**config.mk**
```make
export PLATFORM = sky130hd
export DESIGN_NAME = mult_seq_ctrl
export DESIGN_NICKNAME = d
export VERILOG_FILES = /design/src/rtl/mult_pkg.sv /design/src/rtl/iter_counter.sv /design/src/rtl/mult_seq_ctrl.sv
export SDC_FILE = /design/constraint.sdc
export NUM_CORES = 1
export LEC_CHECK = 0
export ABC_CLOCK_PERIOD_IN_PS = 4150
export BUFFER_PORTS_ARGS = -buffer_cell sky130_fd_sc_hd__buf_2
export CAP_MARGIN = 20
export CELL_PAD_IN_SITES_DETAIL_PLACEMENT = 1
export CELL_PAD_IN_SITES_GLOBAL_PLACEMENT = 2
export CORE_UTILIZATION = 32
export DETAILED_ROUTE_END_ITERATION = 6
export GPL_TIMING_DRIVEN = 1
export MAX_ROUTING_LAYER = met4
export PLACE_DENSITY_LB_ADDON = 0.1
export SLEW_MARGIN = 20
export SYNTH_ARGS = -nofsm -noshare
export SYNTH_HDL_FRONTEND = slang
export SYNTH_HIERARCHICAL = 1
export SYNTH_SLANG_ARGS = --single-unit
```
**constraint.sdc**
```tcl
create_clock -name Clk -period 4.15 [get_ports Clk]
set_input_delay 0.2075 -clock Clk [delete_from_list [all_inputs] [get_ports Clk]]
set_output_delay 0.2075 -clock Clk [all_outputs]
set_load 0.005 [all_outputs]
```
**src/rtl/mult_pkg.sv**
```systemverilog
// Shared constants and state encoding for the signed shift-add multiplier sequencer.
package mult_pkg;

    localparam int N  = 8;
    localparam int CW = (N > 1) ? $clog2(N) : 1;

    typedef enum logic [2:0] {
        IDLE  = 3'd0,
        LOADB = 3'd1,
        START = 3'd2,
        ADD   = 3'd3,
        SHIFT = 3'd4,
        DONE  = 3'd5
    } state_t;

    function automatic logic state_is_busy(input state_t s);
        return (s == START) || (s == ADD) || (s == SHIFT);
    endfunction

endpackage

```
**src/rtl/iter_counter.sv**
```systemverilog
// Add/shift iteration counter: synchronous clear, enable, saturating at N-1 with a terminal flag.
module iter_counter #(
    parameter int N = mult_pkg::N
) (
    input  logic clk_i,
    input  logic rst_ni,
    input  logic clr_i,
    input  logic en_i,
    output logic term_o
);

    localparam int CW = (N > 1) ? $clog2(N) : 1;

    logic [CW-1:0] count_q;
    logic [CW-1:0] count_d;

    assign term_o = (count_q == CW'(N - 1));

    // Holding at the terminal count keeps the counter inside 0..N-1 even if enable lingers.
    always_comb begin
        count_d = count_q;
        if (clr_i) begin
            count_d = '0;
        end else if (en_i && !term_o) begin
            count_d = count_q + CW'(1);
        end
    end

    always_ff @(posedge clk_i or negedge rst_ni) begin
        if (!rst_ni) begin
            count_q <= '0;
        end else begin
            count_q <= count_d;
        end
    end

endmodule

```
**src/rtl/mult_seq_ctrl.sv**
```systemverilog
// Control sequencer for the signed shift-add multiplier: drives clear/load/add/shift strobes
// to the X, A and B registers and runs one multiply per Run press.
module mult_seq_ctrl
    import mult_pkg::*;
#(
    parameter int N = mult_pkg::N
) (
    input  logic Clk,
    input  logic Reset_n,
    input  logic Run,
    input  logic ClearA_LoadB,
    input  logic M,
    output logic Clr_AX,
    output logic Ld_B,
    output logic Ld_AX,
    output logic Fn,
    output logic Shift_En,
    output logic Busy
);

    state_t state_q;
    state_t state_d;

    logic cnt_clr;
    logic cnt_en;
    logic cnt_last;

    iter_counter #(
        .N (N)
    ) u_iter_counter (
        .clk_i  (Clk),
        .rst_ni (Reset_n),
        .clr_i  (cnt_clr),
        .en_i   (cnt_en),
        .term_o (cnt_last)
    );

    always_ff @(posedge Clk or negedge Reset_n) begin
        if (!Reset_n) begin
            state_q <= IDLE;
        end else begin
            state_q <= state_d;
        end
    end

    // The final ADD uses subtraction because the multiplier's MSB carries negative weight.
    always_comb begin
        state_d  = state_q;
        Clr_AX   = 1'b0;
        Ld_B     = 1'b0;
        Ld_AX    = 1'b0;
        Fn       = 1'b0;
        Shift_En = 1'b0;
        cnt_clr  = 1'b0;
        cnt_en   = 1'b0;

        case (state_q)
            IDLE: begin
                if (Run) begin
                    state_d = START;
                end else if (ClearA_LoadB) begin
                    state_d = LOADB;
                end
            end
            LOADB: begin
                Clr_AX  = 1'b1;
                Ld_B    = 1'b1;
                state_d = IDLE;
            end
            START: begin
                Clr_AX  = 1'b1;
                cnt_clr = 1'b1;
                state_d = ADD;
            end
            ADD: begin
                Ld_AX   = M;
                Fn      = cnt_last;
                state_d = SHIFT;
            end
            SHIFT: begin
                Shift_En = 1'b1;
                if (cnt_last) begin
                    state_d = DONE;
                end else begin
                    cnt_en  = 1'b1;
                    state_d = ADD;
                end
            end
            DONE: begin
                if (!Run) begin
                    state_d = IDLE;
                end
            end
            default: begin
                state_d = IDLE;
            end
        endcase
    end

    assign Busy = state_is_busy(state_q);

endmodule

```
# Word level (Yosys, flattened, before mapping)
# Index checks and enable logic that the tools add are counted.
[word_totals] elab_cells=34 in_bits=5 output_inout_bits=6 ff_bits=6
[op_classes] n_reduce_logical=8 mux=15 n_eq_ne=8 addsub=1
[ops] operator="$mux W3" n=6
[ops] operator="$pmux W3 S5" n=1
[ops] operator="$eq A3 B3 Y1 const B" n=3
[ops] operator="$mux W1" n=8
[ops] operator="$eq A3 B2 Y1 const B" n=2
[ops] operator="$add A3 B1 Y3 const B" n=1
[ops] operator="$eq A3 B1 Y1 const B" n=1
[ops] operator="$logic_not A3 Y1" n=1
[ops] operator="$ne A3 B3 Y1 const B" n=1
[ops] operator="$logic_or A1 B1 Y1" n=2
[ops] operator="$ne A2 B2 Y1 const B" n=1
[ops] operator="$reduce_and A2 Y1" n=1
[ops] operator="$reduce_bool A2 Y1" n=1
[ops] operator="$reduce_or A2 Y1" n=1
[ops] operator="$logic_and A1 B1 Y1" n=1
[ops] operator="$logic_not A1 Y1" n=1

# Longest topological paths before layout
# Gate-level depths: netlist of the first run.
[logic_depth] word_depth=6 ltp_mapped=5 ltp_nobuf=5

# Hierarchy
# The synthesis of the first run kept the hierarchy.
[by_module_without_submodules] mod="mult_seq_ctrl" seq_area_each_um2=75.1 instances=1 area_each_um2=247.7 cells_each=27
[by_module_without_submodules] mod="iter_counter" seq_area_each_um2=75.1 instances=1 area_each_um2=183.9 cells_each=15

# Worst setup path before layout of the first run
# OpenSTA, ideal clock, no wires.
[synth_timing] path_type="register to register" from="register u_iter_counter.count_q[0]" to="register u_iter_counter.count_q[0]" stages_incl_launch_ff=6 required_time_ns=4.025 setup_ns=0.125 path_buffers=0 period_less_slack_ns=1.642 path_slack_ns=2.508 arrival_ns=1.517 path_cell_list="dfrtp_1 ha_1 ha_1 nor3_2 nor2b_4 mux2_4"
[synth_between] elab_chain_len=5 elab_cells_between_ends=9 classes_between="add/sub: 1; eq/ne: 1; mux: 4; reduce/logical: 3"
[synth_rtl] element="start, declared" line_no="iter_counter.sv:14" source="logic [CW-1:0] count_q;"
[synth_rtl] element="start signal, assigned" line_no="iter_counter.sv:33" source="count_q <= count_d;"
[synth_rtl] element="$eq A3 B3 Y1" line_no="iter_counter.sv:17" source="assign term_o = (count_q == CW'(N - 1));"
[synth_rtl] element="via cnt_last" line_no="mult_seq_ctrl.sv:26" source="logic cnt_last;"
[synth_rtl] element="$mux W1" line_no="mult_seq_ctrl.sv:82" source="if (cnt_last) begin"
[synth_rtl] element="$mux W1" line_no="mult_seq_ctrl.sv:57" source="case (state_q)"
[synth_rtl] element="via cnt_en" line_no="mult_seq_ctrl.sv:25" source="logic cnt_en;"
[synth_rtl] element="$logic_and A1 B1 Y1" line_no="iter_counter.sv:24" source="end else if (en_i && !term_o) begin"
[synth_rtl] element="$reduce_bool A2 Y1 (no source line)"
# The timed path passes the listed nets, and every way through them passes these cells. The select of a mux whose other input is x is not followed.
# A chain may end at the register's enable or synchronous reset.

# Final worst setup path of the first run
# Ends and elaborated chain as after synthesis.

==> results of run 1 <==
power by group through the flow:
stage          sequential (W)  combinational (W)  clock (W)
6_report             0.000126           0.000162  0.0000528
5_1_grt              0.000132           0.000181  0.0000574
4_1_cts              0.000126           0.000166  0.0000544
3_5_place_dp         0.000126           0.000165          0
3_3_place_gp         0.000126           0.000157          0
2_1_floorplan       0.0000988           0.000150          0
area by class of cell:
cell class	instances	area, sq um	share of cell area, %
multi-input combinational	33	259	50.5
sequential	6	150	29.3
timing repair buffer	11	60.1	11.7
clock buffer	3	22.5	4.39
tap	14	17.5	3.41
inverter	1	3.75	0.732
state kept, by name (all words and copies together) (netlist names):
name / flops
state_q: 3
u_iter_counter/count_q: 3
routing by layer:
layer,up-vias,share of wire [%],global-route usage (%)
li1,173,-,-
met1,168,46,18.4
met2,8,49,27.9
met3,0,4.8,5.20
met4,0,0,5.17
met5,-,0,-
per-stage QoR:
| stage | cells | power [W] | hold WS [ns] | setup WS (ns) | util, % |
|---|---|---|---|---|---|
| finish | 68 | 0.000340 | 0.303 | 2.35 | 43.2 |
| global route | 68 | 0.000370 | 0.334 | 2.27 | 43.2 |
| CTS | 68 | 0.000346 | 0.297 | 2.34 | 43.2 |
| detailed placement | 64 | 0.000291 | 0.0393 | 2.37 | 40.5 |
| global placement | 64 | 0.000284 | 0.0325 | 2.44 | 40.5 |
| floorplan | 42 | 0.000248 | -0.0881 | 2.51 | - |
critical path: cells and delay by family (launching register included):
family | cells | cell delay [ns]
adders and majority gates | 2 | 0.52
muxes | 1 | 0.30
DFF | 1 | 0.40
and+or+nand+nor | 2 | 0.46
cell usage in the layout, fill, tap and decap left out:
cell	instances
sky130_fd_sc_hd__o21ai_2	1
sky130_fd_sc_hd__clkbuf_4	3
sky130_fd_sc_hd__buf_2	10
sky130_fd_sc_hd__nor2b_4	1
sky130_fd_sc_hd__nor3b_1	1
sky130_fd_sc_hd__dfrtp_1	6
sky130_fd_sc_hd__nor2b_1	2
sky130_fd_sc_hd__nor3_2	1
sky130_fd_sc_hd__a21oi_1	1
sky130_fd_sc_hd__nand2b_1	3
sky130_fd_sc_hd__and3_1	2
sky130_fd_sc_hd__dlygate4sd3_1	1
sky130_fd_sc_hd__inv_1	1
sky130_fd_sc_hd__xnor2_1	1
sky130_fd_sc_hd__ha_1	2
sky130_fd_sc_hd__nand4bb_1	2
sky130_fd_sc_hd__o32ai_2	1
sky130_fd_sc_hd__o21ai_1	4
sky130_fd_sc_hd__nand2_1	1
sky130_fd_sc_hd__nor2b_2	1
sky130_fd_sc_hd__nor2_1	5
sky130_fd_sc_hd__mux2_4	1
sky130_fd_sc_hd__mux2i_1	1
sky130_fd_sc_hd__nand2b_4	1
sky130_fd_sc_hd__o31ai_1	1
synthesized netlist by cell type:
cell type	count	area share, %
sky130_fd_sc_hd__dfrtp_1	6	35
sky130_fd_sc_hd__buf_6	1	2.6
sky130_fd_sc_hd__o31ai_1	1	1.7
sky130_fd_sc_hd__nor2b_2	1	2.0
sky130_fd_sc_hd__nand2b_4	1	3.2
sky130_fd_sc_hd__o32ai_2	1	3.8
sky130_fd_sc_hd__mux2i_1	1	2.3
sky130_fd_sc_hd__buf_4	1	1.7
sky130_fd_sc_hd__nor3b_1	1	1.7
sky130_fd_sc_hd__mux2_4	1	3.5
sky130_fd_sc_hd__nand2b_1	3	4.3
sky130_fd_sc_hd__and3_1	2	2.9
sky130_fd_sc_hd__nor2_1	5	4.3
sky130_fd_sc_hd__nand4bb_1	2	5.2
sky130_fd_sc_hd__nor3_2	1	2.3
sky130_fd_sc_hd__a21oi_1	1	1.2
sky130_fd_sc_hd__o21ai_2	1	2.0
sky130_fd_sc_hd__xnor2_1	1	2.0
sky130_fd_sc_hd__nand2_1	1	0.87
sky130_fd_sc_hd__ha_1	2	5.8
sky130_fd_sc_hd__nor2b_4	1	3.2
sky130_fd_sc_hd__inv_1	1	0.87
sky130_fd_sc_hd__nor2b_1	2	2.9
sky130_fd_sc_hd__o21ai_1	4	4.6
logic make-up after synthesis:
| kind of cell | Yosys count | share of synthesized area [%] |
|---|---|---|
| DFF | 6 | 34.8 |
| buffers and inverters | 3 | 5.22 |
| AOI/OAI and AO/OA | 8 | 13.3 |
| muxes | 2 | 5.80 |
| adders and majority gates | 2 | 5.80 |
| and+or+nand+nor | 20 | 33.0 |
| xor gates and xnor gates | 1 | 2.03 |
repair_timing:
| action | 4_1_cts | 5_1_grt |
|---|---|---|
| setup buffers | 0 | 0 |
| hold buffers | 1 | 0 |
| endpoints found under the hold margin | 6 | 0 |
final timing paths:
path                                                 from                        end  slack [ns]
worst max register to register  u_iter_counter/count_q[0]  u_iter_counter/count_q[0]        2.35
worst min register to register  u_iter_counter/count_q[1]  u_iter_counter/count_q[1]        0.56
worst max-delay path            u_iter_counter/count_q[0]  u_iter_counter/count_q[0]        2.35
worst min-delay path                                  Run                 state_q[1]        0.30
max in group asynchronous                         Reset_n                 state_q[1]        3.68
min in group asynchronous                         Reset_n                 state_q[2]        0.32
==> results.md, run 1 <==
- The post-layout net count is 63.
- The run finished with clean final reports.
- After filler insertion, the fill cell instance count of the layout stands at 139.
- The area growth from synthesis to layout is 18.8%.
- The count of H-tree levels built during CTS is 1.
- The static leakage is 0.257 nW.
- Of the total power, registers draw 36.9%.
- On the final layout, the worst clock skew is 0.00768 ns.
- For this run, the slowest stage of the critical path takes 0.40 ns.
- No sink is reached through more buffers than the 2 on the longest clock path.
- The setup TNS is 0 ns.
- The antenna diode instance count is 0.
- The number of stages on the worst hold path is 3.
- In this run, distinct cell masters in the synthesized netlist total 24.
- The final design instance area without fill is 513 sq um.
- In this run the remaining antenna-violating nets after routing total 0.
- In this run the mean area of a mapped cell was 10.3 sq um.
- After clock tree synthesis, the clock-pin slew on the worst setup and hold paths is 0.05 ns.
- For this configuration, the core starts out at a cell density of 36.4%.
- The synthesized instance count is 42.
- The via count of the first global-routing pass came to 356.
- The congestion estimate from routability-driven global placement came to 0.663.
- The part of the total power dissipated in combinational logic is 47.5%.
- The peak ir drop on the vdd network is 0.223 mV.
- At the later pin of the worst-skew pair, clock insertion delay measures 0.24 ns.
- The mean number of vias per cell is 5.13.
- The slowest cell on the critical path is sky130_fd_sc_hd__dfrtp_1.
- The final layout contains routed wiring with a total length of 963 microns.
- Setup repair after global routing left no endpoint under its margin.
- The final setup violation count is 0.
- The number of clock sinks seen by CTS is 6.
- Summed over all nets, the switching power comes to 0.000138 W.
- For the worst flop-to-flop path, the logic depth is 5.
- The final critical path takes up 43.3% of the cycle.
- The largest net degree at the start of global routing is 14.
- The initial antenna violation count is 0.
- The minimum clock period is 1.80 ns.
- The share of final-layout standard cells stronger than drive strength 1 is 37.0%.
- Across the run, the number of max-cap violations was 0.
- The endpoint class of the critical path is a flip-flop.
- The clock root buffer is sky130_fd_sc_hd__clkbuf_4.
- The measured slew at the worst slew-check pin is 0.439 ns.
- The average wire length per cell after detail routing is 14.2 microns.
- The via count is 349.
- The sum of net half-perimeters after detailed placement is 783 microns.
- After synthesis the netlist holds a flip-flop and latch count of 6.
- The count of TritonRoute iterations in the first routing pass is 3.
- TritonCTS built the clock tree.
- Traced cell by cell, the critical path runs through ha_1, ha_1, nor3_2, nor2b_4, mux2_4.
- In this run the worst path has a maximum fanout of 7.
- The netlist area before placement is 432 sq um.
- The type of the worst setup path is flip-flop to flip-flop.
- The tightest slew margin relative to the limit is 70.7%.
- For this design the ratio of total power to cell area is 663 nW/um^2.
- The switching power share of the total is 40.5%.
- The total count of hold-check failures in the final report is 0.
- The number of buffers created by CTS is 3.
- The total nets after synthesis is 49.
- The DRC violation count after routing is 0.
- The global-route wire length before repair is 1580 microns.
- The top-level I/O count is 11.
- After floorplanning, the core was sized to cover 1190 sq um.
- The number of pins exceeding their max-slew limit in the final report came to 0.
- For the worst setup path, the data required time is 4.28 ns.
- The worst setup path is launched from a flip-flop.
- During synthesis, Yosys emitted a total of 6 warnings.
- The arrival time at the worst endpoint is 1.92 ns.
- Of the synthesized area, sequential elements account for 34.8%.
- The total congestion overflow after global routing is 0.
- After detailed placement, the total cell area comes to 480 sq um.
- The path type of the worst min-delay path is input port to flip-flop.
- During placement, the flow inserted port buffers numbering 10.
- The post-cts repair resize count is 0.
- The width of the chip is 38.7 microns.
- The die covers 1500 sq um.
- The overall routing resource usage is 16.5%.
- The proportion of power drawn by the clock network is 15.5%.
- The internal power of the cells is 0.000202 W.
- In this design, the critical path's most frequently occurring cell is sky130_fd_sc_hd__ha_1.
- Measured along the y axis, the die boundary spans 38.7 microns.
- The highest achievable clock rate is 557 MHz.
- The first-iteration detailed-routing DRC count is 10.
- The standard-cell row count is 12.
Note: power is estimated with default switching activity, not from simulation.
==> run 2: changes to the inputs <==
ABC_AREA = 1   (was not set)
ABC_CLOCK_PERIOD_IN_PS = 1400   (was 4150)
CORE_UTILIZATION = 23   (was 32)
clock period = 1.4 ns   (was 4.15 ns; I/O delays follow)
==> run 2 against run 1 <==
Compared with the run above:
- die area is 29% higher
- clock-buffer cell count stayed put
- core utilization is 7.2 points lower
- total power grew to 2.8 times the previous value
- via count is 16% higher
- design area is 11% higher
- register-to-register slack worse by 2.3 ns
- area after synthesis is 5.8% lower
- critical path depth is 1 higher
==> results.md, run 2 <==
- The initial antenna violation count is 0 (unchanged).
- The met3 track utilization from global routing came to 4.90% (was 5.20%).
- The sequential-to-total area share from yosys stat is 36.9% (was 34.8%).
- The standard-cell row count came to 14 (was 12).
- The longest individual stage delay on the worst path is 0.38 ns (was 0.40 ns).
- The sum of net half-perimeters after detailed placement is 798 microns (was 783 microns).
- The endpoint class of the critical path is a primary output (was flip-flop).
- The total die area is 1940 sq um (was 1500 sq um).
- The DRC violation count after routing is 0 (unchanged).
- Dominant cells by area after synthesis: sky130_fd_sc_hd__dfrtp_1 (37%), sky130_fd_sc_hd__nand3_1 (15%), sky130_fd_sc_hd__inv_1 (9.2%) (was sky130_fd_sc_hd__dfrtp_1 (35%), sky130_fd_sc_hd__ha_1 (5.8%), sky130_fd_sc_hd__nand4bb_1 (5.2%)).
- The slowest cell on the critical path is sky130_fd_sc_hd__dfrtp_1 (unchanged).
- The share of synthesized flip-flops with an asynchronous set or reset came to 100% (unchanged).
- Most common library cells after synthesis: sky130_fd_sc_hd__nand3_1 (12), sky130_fd_sc_hd__inv_1 (10), sky130_fd_sc_hd__nand2_1 (7), sky130_fd_sc_hd__dfrtp_1 (6), sky130_fd_sc_hd__nor2_1 (4) (was sky130_fd_sc_hd__dfrtp_1 (6), sky130_fd_sc_hd__nor2_1 (5), sky130_fd_sc_hd__o21ai_1 (4), sky130_fd_sc_hd__nand2b_1 (3)).
- The total congestion overflow after global routing came to 0 (unchanged).
- The via count of the first global-routing pass came to 365 (was 356).
- The critical hold path startpoint is Run (unchanged).
- The number of maximum-capacitance violations was 0 (unchanged).
- The top-level I/O count is 11 (unchanged).
- Chain of cells forming the critical path: ha_2, ha_4, inv_4, buf_6, nor2_1, buf_2 (was ha_1, ha_1, nor3_2, nor2b_4, mux2_4).
- The via count is 406 (was 349).
- The most instantiated library cell after synthesis is sky130_fd_sc_hd__nand3_1 (was sky130_fd_sc_hd__dfrtp_1).
- The static leakage is 0.326 nW (was 0.257 nW).
- The area of the placeable core is 1580 sq um (was 1190 sq um).
- The met2 track demand over resource is 15.3% (was 27.9%).
- The height of the chip is 44.0 microns (was 38.7 microns).
- The cell count after placement is 85 (was 64).
- The global-route wire length before repair is 1570 microns (was 1580 microns).
- The met1 routing resource usage after global routing is 17.4% (was 18.4%).
- The total power is 0.000957 W (was 0.000340 W).
- The worst-case clock buffer depth is 2 (unchanged).
- The average footprint of a synthesized cell is 7.39 sq um (was 10.3 sq um).
- The worst clock skew on the final layout was 0.00523 ns (was 0.00768 ns).
- The worst path uses 96.4% of the clock period.
- The first-iteration detailed-routing DRC count is 2 (was 10).
- The post-layout net count is 83 (was 63).
- The path type of the worst min-delay path was input port to flip-flop (unchanged).
- The setup TNS came to 0 ns (unchanged).
- The number of unique standard cell types used by synthesis is 15 (was 24).
- Run status: finished clean (unchanged).
- The global placement routability congestion is 0.706 (was 0.663).
- The share of final-layout standard cells stronger than drive strength 1 is 43.2% (was 37.0%).
- The count of H-tree levels built during CTS is 1 (unchanged).
- The synthesized instance count was 55 (was 42).
- The total count of hold-check failures in the final report is 0 (unchanged).
- The average wire length per cell after detail routing is 10.5 microns (was 14.2 microns).
- The clock transition at the register clock pins on the worst setup and hold paths after CTS is 0.04 ns (was 0.05 ns).
- The data required time at the worst endpoint came to 1.33 ns (was 4.28 ns).
- The number of enable flip-flop cells after synthesis is 0 (unchanged).
- The measured slew at the worst slew-check pin is 0.225 ns (was 0.439 ns).
- The number of pins exceeding their max-slew limit in the final report is 0 (unchanged).
- The clock root buffer is sky130_fd_sc_hd__clkbuf_4 (unchanged).
- Most frequent cells in the layout: sky130_fd_sc_hd__nand3_1 (12), sky130_fd_sc_hd__buf_2 (10), sky130_fd_sc_hd__inv_1 (9), sky130_fd_sc_hd__nand2_1 (7), sky130_fd_sc_hd__dfrtp_1 (6) (was sky130_fd_sc_hd__buf_2 (10), sky130_fd_sc_hd__dfrtp_1 (6), sky130_fd_sc_hd__nor2_1 (5), sky130_fd_sc_hd__o21ai_1 (4)).
- The final instance count without filler cells is 90 (was 68).
- The type of the worst setup path is flip-flop to primary output (was flip-flop to flip-flop).
- The number of input and output port buffers inserted came to 10 (unchanged).
- The peak ir drop on the vdd network is 0.680 mV (was 0.223 mV).
- The netlist area before placement came to 407 sq um (was 432 sq um).
- The TritonCTS clock tree is yes (unchanged).
- The number of warning messages in the yosys log is 6 (unchanged).
- The tightest slew margin relative to the limit is 85.0% (was 70.7%).
- The minimum clock period is 1.35 ns.
- The final setup violation count is 0 (unchanged).
- The largest net degree at the start of global routing is 7 (was 14).
- The power density of the placed cells was 1680 nW/um^2 (was 663 nW/um^2).
- The routing layer with the top usage in global route was met1 (was met2).
- The final design instance area without fill is 568 sq um (was 513 sq um).
- The cell area after placement was 507 sq um (was 480 sq um).
- The width of the chip came to 44.0 microns (was 38.7 microns).
- The share of the core filled with cells in the final layout is 36.0% (was 43.2%).
- The number of fillers in the final layout came to 212 (was 139).
- The number of clock sinks seen by CTS came to 6 (unchanged).
- The antenna diode instance count is 0 (unchanged).
- The largest driver fanout on the critical path is 2 (was 7).
- Registers with the most flip-flops: state_q: 3 flops, u_iter_counter/count_q: 3 flops (unchanged).
- The flip-flop cell with the highest count after synthesis is sky130_fd_sc_hd__dfrtp_1 (unchanged).
- The cell type with the largest total area after synthesis is sky130_fd_sc_hd__dfrtp_1 (unchanged).
- The total nets after synthesis was 62 (was 49).
- The count of TritonRoute iterations in the first routing pass came to 2 (was 3).
- The number of buffers created by CTS is 3 (unchanged).
- The arrival time at the worst endpoint is 1.28 ns (was 1.92 ns).
- The startpoint of the worst-slack reg-to-reg timing path is u_iter_counter/count_q[1] (was u_iter_counter/count_q[0]).
- The area added between synthesis and finish came to 39.7% (was 18.8%).
- The category of the worst setup path launch point is a flip-flop (unchanged).
- The count of state elements after synthesis was 6 (unchanged).
- The latest clock arrival within the worst-skew pair came to 0.25 ns (was 0.24 ns).
- The mean number of vias per cell is 4.51 (was 5.13).
- The initial cell density of the core was 25.8% (was 36.4%).
- The startpoint of the most critical setup path was u_iter_counter/count_q[1] (was u_iter_counter/count_q[0]).
- The highest achievable clock rate is 741 MHz.
- The leading cell type in the layout, fill and taps excluded is sky130_fd_sc_hd__nand3_1 (was sky130_fd_sc_hd__buf_2).
- The share of the synthesized area in the top cell type is 36.9% (was 34.8%).
- The remaining number of nets flagged by the antenna check after routing is 0 (unchanged).
- The overall routing resource usage is 11.8% (was 16.5%).
- The total wirelength of the detailed-routed design is 947 microns (was 963 microns).
run 2: changes by cell type after synthesis, sizes merged, moves of 2 or more:
cell     delta
and3        -2
nand3      +13
nand2b      -4
buf         -2
nor2b       -4
nand2       +9
nand4bb     -2
o21ai       -3
inv        +12
run 2: layer usage:
metal	vias up	wire length, microns
met5	-	0
met4	0	0
met3	0	55
met2	9	393
met1	185	499
li1	212	-
run 2: timing repair:
action | CTS | global route
buffers inserted | 1 | 0
hold buffers | 1 | 0
setup endpoints to repair | 2 | 2
gates cloned | 0 | 0
resized for setup | 2 | 4
pin swaps | 0 | 1
hold endpoints to repair | 6 | 0
run 2: layout make-up:
| class | count | area [sq um] | share of cell area [%] |
|---|---|---|---|
| Multi-Input combinational cell | 35 | 218 | 38.3 |
| Sequential cell | 6 | 150 | 26.4 |
| Timing Repair Buffer | 16 | 101 | 17.8 |
| Inverter | 14 | 56.3 | 9.91 |
| Clock buffer | 3 | 22.5 | 3.96 |
| Tap cell | 16 | 20.0 | 3.52 |
run 2: worst paths after layout:
kind	end	slack (ns)	depth (start not counted)
worst max-delay path	Fn	0.05	6
worst min-delay path	state_q[0]	0.16	3
worst max register to register	u_iter_counter/count_q[1]	0.10	9
worst min register to register	u_iter_counter/count_q[1]	0.54	2
max in group asynchronous	state_q[0]	1.07	2
min in group asynchronous	u_iter_counter/count_q[0]	0.18	2
run 2: cells by family (layout without fill, tap and decap cells):
| logic type | count (synthesis) | count (layout) | synth area share, % |
|---|---|---|---|
| adders and majority gates | 2 | 2 | 6.15 |
| and+or+nand+nor | 30 | 30 | 39.4 |
| AOI/OAI and AO/OA | 3 | 3 | 4.31 |
| DFF | 6 | 6 | 36.9 |
| buffers and inverters | 14 | 33 | 13.2 |
run 2: critical path: cells and delay by family (launching register included):
family / cells / cell delay [ns]
adders and majority gates: 2 / 0.37
and+or+nand+nor: 1 / 0.03
DFF: 1 / 0.38
buffers and inverters: 3 / 0.26
run 2: through the flow:
step           setup WS, ns  hold WS (ns)
6_report             0.0504         0.160
5_1_grt            -0.00226         0.172
4_1_cts              0.0118         0.166
3_5_place_dp         0.0113       -0.0949
3_3_place_gp         0.0563       -0.0936
2_1_floorplan        0.0510        -0.226
run 2: report_power, final:
group / leakage (nW) / switching [W] / internal [W] / total [W]
clock: 0.0138 / 0.0000630 / 0.0000970 / 0.000160
combinational: 0.233 / 0.000278 / 0.000213 / 0.000491
sequential: 0.0794 / 0.0000739 / 0.000232 / 0.000306
total: 0.326 / 0.000415 / 0.000542 / 0.000957
==> run 3: changes to the inputs <==
--- a/config.mk
+++ b/config.mk
@@ -7,9 +7,9 @@
 export LEC_CHECK = 0
 export ABC_AREA = 1
-export ABC_CLOCK_PERIOD_IN_PS = 1400
 export BUFFER_PORTS_ARGS = -buffer_cell sky130_fd_sc_hd__buf_2
 export CAP_MARGIN = 20
 export CELL_PAD_IN_SITES_DETAIL_PLACEMENT = 1
 export CELL_PAD_IN_SITES_GLOBAL_PLACEMENT = 2
+export CORE_ASPECT_RATIO = 1.2
 export CORE_UTILIZATION = 23
 export DETAILED_ROUTE_END_ITERATION = 6
==> constraint.sdc (replaced) <==
create_clock -name Clk -period 1.4 [get_ports Clk]
set_input_delay 0.35 -clock Clk [delete_from_list [all_inputs] [get_ports Clk]]
set_output_delay 0.35 -clock Clk [all_outputs]
set_load 0.005 [all_outputs]
==> run 3 against run 2 <==
Compared with the run above:
- the run now ends with negative setup slack left
- cell count rose by 21%
- core utilization rose by 12 points
- first-iteration DRC count fell by 100%
- sequential share of layout area fell by 6.8 points
- combinational power rose by 100%
- sequential cell count did not move
- maximum frequency fell by 11%
- clock-buffer cell count did not move
- sequential power rose by 8.2%
- hold slack improved by 0.29 ns
- worst setup slack got worse by 0.17 ns
- die area barely moved
- critical path type unchanged
==> results.md, run 3 (synthesized netlist as in run 2, its figures left out) <==
- Run status: finished with violations (was finished clean).
- The final reports fail on negative setup slack.
- The number of clock sinks seen by CTS is 6 (unchanged).
- The height of the chip is 48.1 microns (was 44.0 microns).
- The tightest slew margin relative to the limit is 89.8% (was 85.0%).
- The area taken by flip-flops and latches was 154 sq um (was 150 sq um).
- The number of stages on the worst hold path is 3 (unchanged).
- Setup repair after global routing could not meet its margin everywhere.
- The first-iteration detailed-routing DRC count came to 0 (was 2).
- The path type of the worst min-delay path is input port to flip-flop (unchanged).
- The share of the clock period used by the worst path came to 109% (was 96.4%).
- The startpoint of the worst-slack reg-to-reg timing path is u_iter_counter/count_q[1] (unchanged).
- The count of H-tree levels built during CTS was 1 (unchanged).
- The clock transition at the register clock pins on the worst setup and hold paths after CTS was 0.04 ns (about the same).
- The global placement routability congestion is 0.600 (was 0.706).
- The worst-case clock buffer depth is 2 (unchanged).
- The final design instance area without fill is 783 sq um (was 568 sq um).
- The total count of hold-check failures in the final report is 0 (unchanged).
- The initial cell density of the core is 24.8% (was 25.8%).
- The power density of the placed cells was 1890 nW/um^2 (was 1680 nW/um^2).
- The total power is 0.00148 W (was 0.000957 W).
- The worst clock skew on the final layout came to 0.00374 ns (was 0.00523 ns).
- The number of buffers created by CTS is 3 (unchanged).
- The total die area came to 1940 sq um (about the same).
- The via count of the first global-routing pass is 502 (was 365).
- The buffer and inverter count on the worst path is 2 (was 3).
- The category of the worst setup path launch point is a flip-flop (unchanged).
- The number of pins exceeding their max-slew limit in the final report came to 0 (unchanged).
- The latest clock arrival within the worst-skew pair is 0.24 ns (was 0.25 ns).
- The share of final-layout standard cells stronger than drive strength 1 is 70.3% (was 43.2%).
- The longest individual stage delay on the worst path is 0.38 ns (about the same).
- Most frequent cells in the layout: sky130_fd_sc_hd__buf_4 (18), sky130_fd_sc_hd__buf_2 (9), sky130_fd_sc_hd__nand3_2 (7) (was sky130_fd_sc_hd__nand3_1 (12), sky130_fd_sc_hd__buf_2 (10), sky130_fd_sc_hd__inv_1 (9), sky130_fd_sc_hd__nand2_1 (7), sky130_fd_sc_hd__dfrtp_1 (6)).
- The standard-cell row count came to 16 (was 14).
- The overall routing resource usage is 16.6% (was 11.8%).
- The slowest cell on the critical path was sky130_fd_sc_hd__dfrtp_1 (unchanged).
- The peak ir drop on the vdd network is 0.902 mV (was 0.680 mV).
- The arrival time at the worst endpoint is 1.17 ns (was 1.28 ns).
- The worst setup timing slack at the placement stage is 0.000448 ns (was 0.0113 ns).
- The TritonCTS clock tree was yes (unchanged).
- The top-level I/O count is 11 (unchanged).
- The startpoint of the most critical setup path is u_iter_counter/count_q[1] (unchanged).
- The footprint of the multi-input gates came to 282 sq um (was 218 sq um).
- The number of input and output port buffers inserted came to 10 (unchanged).
- The leading cell type in the layout, fill and taps excluded is sky130_fd_sc_hd__buf_4 (was sky130_fd_sc_hd__nand3_1).
- The end point of the most critical hold path is state_q[1] (was state_q[0]).
- The kind of cell with the highest combined delay on the critical path is flip-flops (unchanged).
- The post-layout net count is 100 (was 83).
- The final-layout worst hold slack is 0.446 ns (was 0.160 ns).
- The average wire length per cell after detail routing was 11.9 microns (was 10.5 microns).
- The number of fillers in the final layout is 215 (was 212).
- The total wirelength of the detailed-routed design is 1300 microns (was 947 microns).
- The minimum setup slack among reg-to-reg paths is 0.02 ns (was 0.10 ns).
- The number of maximum-capacitance violations is 0 (unchanged).
- The cell area after placement is 509 sq um (was 507 sq um).
- The depth of the most critical reg-to-reg path was 10 (was 9).
- The antenna diode instance count is 0 (unchanged).
- The endpoint class of the critical path is a primary output (unchanged).
- Registers with the most flip-flops: state_q: 3 flops, u_iter_counter/count_q: 3 flops (unchanged).
- The measured slew at the worst slew-check pin is 0.153 ns (was 0.225 ns).
- The endpoint of the most critical register-to-register path is u_iter_counter/count_q[2] (was u_iter_counter/count_q[1]).
- Chain of cells forming the critical path: ha_2, ha_4, inv_2, nor2_1, buf_2 (was ha_2, ha_4, inv_4, buf_6, nor2_1, buf_2).
- The minimum clock period was 1.52 ns (was 1.35 ns).
- The area added between synthesis and finish came to 92.6% (was 39.7%).
- The final setup violation count is 5 (was 0).
- The count of TritonRoute iterations in the first routing pass is 1 (was 2).
- The DRC violation count after routing is 0 (unchanged).
- The final critical-path setup slack is -0.121 ns (was 0.0504 ns).
- The sum of net half-perimeters after detailed placement is 751 microns (was 798 microns).
- The largest net degree at the start of global routing is 7 (unchanged).
- The critical path depth is 5 (was 6).
- The mean number of vias per cell is 4.47 (was 4.51).
- The critical hold path startpoint was Run (unchanged).
- The highest achievable clock rate was 658 MHz (was 741 MHz).
- The clock root buffer is sky130_fd_sc_hd__clkbuf_4 (unchanged).
- The remaining number of nets flagged by the antenna check after routing is 0 (unchanged).
- The total congestion overflow after global routing is 0 (unchanged).
- The data required time at the worst endpoint is 1.05 ns (was 1.33 ns).
- The area of the placeable core is 1640 sq um (was 1580 sq um).
- The type of the worst setup path is flip-flop to primary output (unchanged).
- The via count is 487 (was 406).
- The largest driver fanout on the critical path came to 2 (unchanged).
- The share of the core filled with cells in the final layout is 47.7% (was 36.0%).
- The width of the chip came to 40.4 microns (was 44.0 microns).
- The global-route wire length before repair is 1990 microns (was 1570 microns).
- The static leakage is 0.422 nW (was 0.326 nW).
- The initial antenna violation count was 0 (unchanged).
-- run 3: worst max-delay path by stage --
stage	endpoint	slack [ns]
3_5_place_dp	u_iter_counter/count_q[0]	0.0004
4_1_cts	Fn	-0.14
2_1_floorplan	u_iter_counter/count_q[0]	0.05
3_3_place_gp	u_iter_counter/count_q[2]	-0.002
5_1_grt	Fn	-0.18
6_report	Fn	-0.12
-- run 3: worst reg2reg max path, delay by kind of cell, from the launching register on --
family / cells / cell delay [ns]
AND/OR/NAND/NOR: 4 / 0.32
flip-flops: 1 / 0.38
adder cells (fa/ha/maj): 2 / 0.35
buffers and inverters: 4 / 0.27
-- run 3: area by class of cell --
type | instances | share of cell area (%)
sequential | 6 | 19.6
clock buffer | 3 | 2.88
tap | 18 | 2.88
inverter | 14 | 7.19
timing repair buffer | 33 | 31.5
multi-input combinational | 35 | 35.9
-- run 3: where the power goes --
group	internal (W)	switching (W)	leakage (nW)
Clock	0.0000967	0.0000585	0.0138
Combinational	0.000539	0.000455	0.333
Sequential	0.000240	0.0000906	0.0755
-- run 3: repair_timing --
item	4_1_cts	5_1_grt
hold buffers	1	0
pin swaps	5	6
resized for setup	18	14
buffers inserted	19	2
endpoints found under the setup margin	8	11
hold endpoints to repair	6	0
-- run 3: routing by layer --
layer / part of all wire, % / track usage (%)
met1: 35 / 13.4
met5: 0 / -
met3: 3.2 / 5.58
met4: 0.46 / 4.00
met2: 61 / 33.7
-- run 3: metrics by stage --
step | TNS [ns] | instances
floorplan | 0 | 55
global placement | -0.00154 | 87
detailed placement | 0 | 87
CTS | -0.276 | 110
global route | -0.806 | 109
finish | -0.247 | 109
